<file path="config.mk">
export PLATFORM = sky130hd
export DESIGN_NAME = insight_tl_e_sink_tracker
export DESIGN_NICKNAME = d
export VERILOG_FILES = /design/src/rtl/insight_tl_e_sink_tracker.sv
export SDC_FILE = /design/constraint.sdc
export NUM_CORES = 1
export LEC_CHECK = 0
export ABC_CLOCK_PERIOD_IN_PS = 2300
export CAP_MARGIN = 20
export CORE_MARGIN = 5
export CORE_UTILIZATION = 25
export DETAILED_ROUTE_END_ITERATION = 7
export GPL_ROUTABILITY_DRIVEN = 0
export PLACE_DENSITY = 0.48
export SLEW_MARGIN = 10
export SYNTH_ARGS = -nofsm -noshare
export SYNTH_HDL_FRONTEND = slang
export SYNTH_SLANG_ARGS = --single-unit
</file>
<file path="constraint.sdc">
create_clock -name clock -period 2.3 [get_ports clock]
set_input_delay 0.46 -clock clock [delete_from_list [all_inputs] [get_ports clock]]
set_output_delay 0.46 -clock clock [all_outputs]
set_load 0.03 [all_outputs]
</file>
<file path="src/rtl/insight_tl_e_sink_tracker.sv">
// TileLink E-channel (GrantAck) stage: DEPTH-entry beat FIFO plus an
// outstanding-grant scoreboard indexed by sink ID, with registered error pulses.
module insight_tl_e_sink_tracker #(
  parameter int SINK_W = 2,
  parameter int DEPTH  = 2
) (
  input  logic                     clock,
  input  logic                     reset,
  input  logic                     grant_valid,
  input  logic [SINK_W-1:0]        grant_sink,
  input  logic                     in_valid,
  output logic                     in_ready,
  input  logic [SINK_W-1:0]        in_sink,
  output logic                     out_valid,
  input  logic                     out_ready,
  output logic [SINK_W-1:0]        out_sink,
  output logic [(1<<SINK_W)-1:0]   pending,
  output logic [SINK_W:0]          pending_count,
  output logic                     err_valid,
  output logic [1:0]               err_code,
  output logic [SINK_W-1:0]        err_sink
);

  localparam int NSINK = 1 << SINK_W;
  localparam int PTR_W = (DEPTH > 1) ? $clog2(DEPTH) : 1;
  localparam int CNT_W = $clog2(DEPTH + 1);

  logic [SINK_W-1:0] mem [DEPTH];
  logic [PTR_W-1:0]  wr_ptr, rd_ptr;
  logic [CNT_W-1:0]  occ;

  logic              full, in_fire, out_fire;
  logic              ack_ok, ack_bad, retire_same, dup_grant;
  logic [NSINK-1:0]  clr_mask, set_mask, pending_nxt;
  logic [SINK_W:0]   count_nxt;

  function automatic logic [PTR_W-1:0] ptr_inc(input logic [PTR_W-1:0] p);
    if (p == PTR_W'(DEPTH - 1)) ptr_inc = '0;
    else                        ptr_inc = p + PTR_W'(1);
  endfunction

  assign full      = (occ == CNT_W'(DEPTH));
  assign in_ready  = !full && !reset;
  assign in_fire   = in_valid && in_ready;
  assign out_valid = (occ != '0);
  assign out_fire  = out_valid && out_ready;
  assign out_sink  = out_valid ? mem[rd_ptr] : '0;

  // Ack legality is judged against the scoreboard as it stood before this edge.
  assign ack_ok      = in_fire && pending[in_sink];
  assign ack_bad     = in_fire && !pending[in_sink];
  assign retire_same = ack_ok && (in_sink == grant_sink);
  assign dup_grant   = grant_valid && pending[grant_sink] && !retire_same;

  always_comb begin
    clr_mask = '0;
    set_mask = '0;
    if (ack_ok)      clr_mask[in_sink]    = 1'b1;
    if (grant_valid) set_mask[grant_sink] = 1'b1;
    pending_nxt = (pending & ~clr_mask) | set_mask;
    count_nxt = '0;
    for (int i = 0; i < NSINK; i++) begin
      count_nxt = count_nxt + (SINK_W+1)'(pending_nxt[i]);
    end
  end

  always_ff @(posedge clock) begin
    if (ack_ok) mem[wr_ptr] <= in_sink;
  end

  always_ff @(posedge clock) begin
    if (reset) begin
      wr_ptr        <= '0;
      rd_ptr        <= '0;
      occ           <= '0;
      pending       <= '0;
      pending_count <= '0;
      err_valid     <= 1'b0;
      err_code      <= 2'b00;
      err_sink      <= '0;
    end else begin
      if (ack_ok)   wr_ptr <= ptr_inc(wr_ptr);
      if (out_fire) rd_ptr <= ptr_inc(rd_ptr);
      case ({ack_ok, out_fire})
        2'b10:   occ <= occ + CNT_W'(1);
        2'b01:   occ <= occ - CNT_W'(1);
        default: occ <= occ;
      endcase
      pending       <= pending_nxt;
      pending_count <= count_nxt;
      err_valid     <= ack_bad || dup_grant;
      err_code      <= {dup_grant, ack_bad};
      if (ack_bad)        err_sink <= in_sink;
      else if (dup_grant) err_sink <= grant_sink;
      else                err_sink <= '0;
    end
  end

endmodule

</file>
==> impl_metrics.csv <==
group,metric,value,unit
floorplanning,die-area,5240,µm²
placed_design,place_ws,-0.429,ns
placed_design,placed_cells,176,
drt,dr_wl_met3,193,µm
finish,final.fill_count,375,
timing,rsz0062_at_grt,"no",
power,p_leak,0.570,nW
clocking,cts_setup_buffers,0,
timing,clock.fmax,450,MHz
timing,tns,0,ns
placed_design,dpl.hpwl,1760,µm
floorplanning,die_x,72.4,µm
logic_synthesis,netlist_area,972,µm²
floorplanning,row_count,22,
finish,utilization,0.387,
placed_design,portBuffers,24,
drt,drt_iter0_markers,30,
drt,highest_layer,"met4",
floorplanning,ios,25,
drt,avgRoutedWirePerCell,12.3,µm
global_routing,grtUsageTotal,0.0904,
timing,worst_slew_pin_slew,0.351,ns
clocking,cts_made_buffers,3,
logic_synthesis,synth_edf_count,4,
power,power_density,580,nW/µm²
power,switching_share,0.267,
drt,met1_length,1080,µm
clocking,cts_tree,"yes",
logic_synthesis,async_flop_share,0,
timing,holdWs,0.505,ns
setup_path,crit_fanout,4,
timing,hold_viol,0,
finish,multi_input_area,509,µm²
finish,final_nets,146,
global_routing,grt_max_degree,12,
drt,first_pass_iters,4,
setup_path,cp_data_required_time,2.45,ns
finish,area_delta_synth_final,48.0,%
drt,route.met2.wl,910,µm
global_routing,grt_pass1_wl,3680,µm
clocking,cts.sinks,21,
clocking,cts_resized,4,
setup_path,critPathKind,"input port to flip-flop",
clocking,clk_latency,0.26,ns
clocking,clockBufferDepth,2,
drt,drc,0,
flow_run,max_cap_violations,0,
timing,skew,0.00492,ns
logic_synthesis,synth.avg_cell_area,10.6,µm²
global_routing,grt_pass1_vias,769,
finish,drive_gt1_frac,0.197,
clocking,cts_hold_buffers,0,
setup_path,crit_arrival,2.38,ns
logic_synthesis,synth_seq_cells,21,
finish,ff_latch_area,460,µm²
clocking,cts_root_buf,"clkbuf_8",
floorplanning,coreArea,3720,µm²
timing,fin_crit,2.22,ns
timing,drv_slew,0,
drt,ant_nets,0,
power,vdd_drop_max,0.157,mV
drt,wirelength,2210,µm
logic_synthesis,synth_warnings,0,
outcome,outcome,"finished clean",
power,clkPwrFrac,0.285,
power,seq_power_share,0.484,
finish,final_cells,180,
timing,relSlewSlack,0.765,
power,intPower,0.612,mW
finish,num_antenna_cells,0,
hold_path,hold_path_class,"flip-flop to flip-flop",
floorplanning,die_h,72.4,µm
floorplanning,initial_core_util,0.262,
drt,num_vias,775,
timing,setup-violations-final,0,
logic_synthesis,postSynthCellCount,92,
setup_path,start_kind,"input port",
logic_synthesis,postSynthNetCount,105,
power,p_sw,0.223,mW
logic_synthesis,ys_types,31,
power,p_comb_frac,0.231,
drt,viasPerCell,4.31,
logic_synthesis,yosysSeqAreaShare,0.474,
clocking,clk_pin_slew,0.07,ns
timing,layout_setup_ws,0.0769,ns
timing,period_share,0.967,
global_routing,antenna_found_initial,0,
setup_path,setup.worst_path.end_class,"flip-flop",
global_routing,grt-ovfl-total,0,
clocking,htree_levels,1,
logic_synthesis,synth_ff_type,"dfxtp_1",
==> cells in the mapped netlist, types with 3 or more instances <==
cell type | n | area share
ha_1 | 3 | 0.039
nand2_1 | 3 | 0.012
dfxtp_1 | 17 | 0.35
inv_1 | 3 | 0.012
mux2i_1 | 4 | 0.041
nand2b_1 | 3 | 0.019
nor2b_1 | 10 | 0.064
nor2_1 | 12 | 0.046
xnor2_1 | 5 | 0.045
edfxtp_1 | 4 | 0.12
==> cell type report <==
type | instances | area share
multi-input cells | 64 | 0.354
flip-flops and latches | 21 | 0.320
inverters | 3 | 0.00783
well taps | 48 | 0.0417
repair buffers | 40 | 0.245
clock buffers | 4 | 0.0313
==> state kept, by name, summed over array words and instances (netlist names), named ones only <==
| name | cells |
|---|---|
| mem | 4 |
| pending | 4 |
| pending_count | 3 |
| err_code | 2 |
| err_sink | 2 |
| occ | 2 |
| err_valid | 1 |
| rd_ptr | 1 |
| wr_ptr | 1 |
==> layout by cell type, fill, tap and decap left out, drive strengths merged, types with 4 or more instances in the layout <==
master,synthesis,routed
clkdlybuf4s50,0,19
dfxtp,17,17
buf,2,17
nor2,12,12
nor2b,10,10
xnor2,5,5
mux2i,4,4
dlygate4sd2,0,4
edfxtp,4,4
clkbuf,2,4
==> power by group through the flow <==
stage,logic (mW),clock network (mW),registers [mW]
2_1_floorplan,0.0781,0,0.437
3_3_place_gp,0.191,0,0.412
3_5_place_dp,0.191,0,0.412
4_1_cts,0.189,0.251,0.404
5_1_grt,0.209,0.274,0.407
6_report,0.193,0.238,0.404
==> per-layer routing <==
layer,global-route usage,vias to the layer above
met4,0.0376,0
met5,0,-
li1,-,396
met3,0.0332,4
met2,0.137,24
met1,0.116,351
==> through the flow <==
stage          power [mW]  cell area [µm²]
2_1_floorplan       0.515              972
3_3_place_gp        0.603             1370
3_5_place_dp        0.603             1370
4_1_cts             0.844             1410
5_1_grt             0.890             1440
6_report            0.835             1440
==> critical path, stage by stage <==
cell	delay, ns
clkdlybuf4s50_1	0.51
a32o_1	0.34
fa_1	0.46
ha_1	0.22
ha_1	0.26
nor2b_1	0.12
==> logic make-up (layout without fill, tap and decap cells) <==
family | Yosys count | count (layout) | synth area share
adders and majority gates | 4 | 4 | 0.0592
AOI/OAI and AO/OA | 12 | 12 | 0.0927
xor gates and xnor gates | 6 | 6 | 0.0541
and+or+nand+nor | 37 | 37 | 0.220
DFF | 21 | 21 | 0.474
buffers and inverters | 7 | 47 | 0.0360
muxes | 5 | 5 | 0.0644
==> worst paths after layout <==
| kind | from | to | cells past startpoint | slack, ns |
|---|---|---|---|---|
| worst max register to register | occ[0] | pending_count[1] | 7 | 0.15 |
| worst min register to register | occ[1] | occ[1] | 2 | 0.50 |
| worst min-delay path | occ[1] | occ[1] | 2 | 0.50 |
| worst max-delay path | grant_valid | pending_count[1] | 6 | 0.08 |
Power figures use the tool's default switching activity.
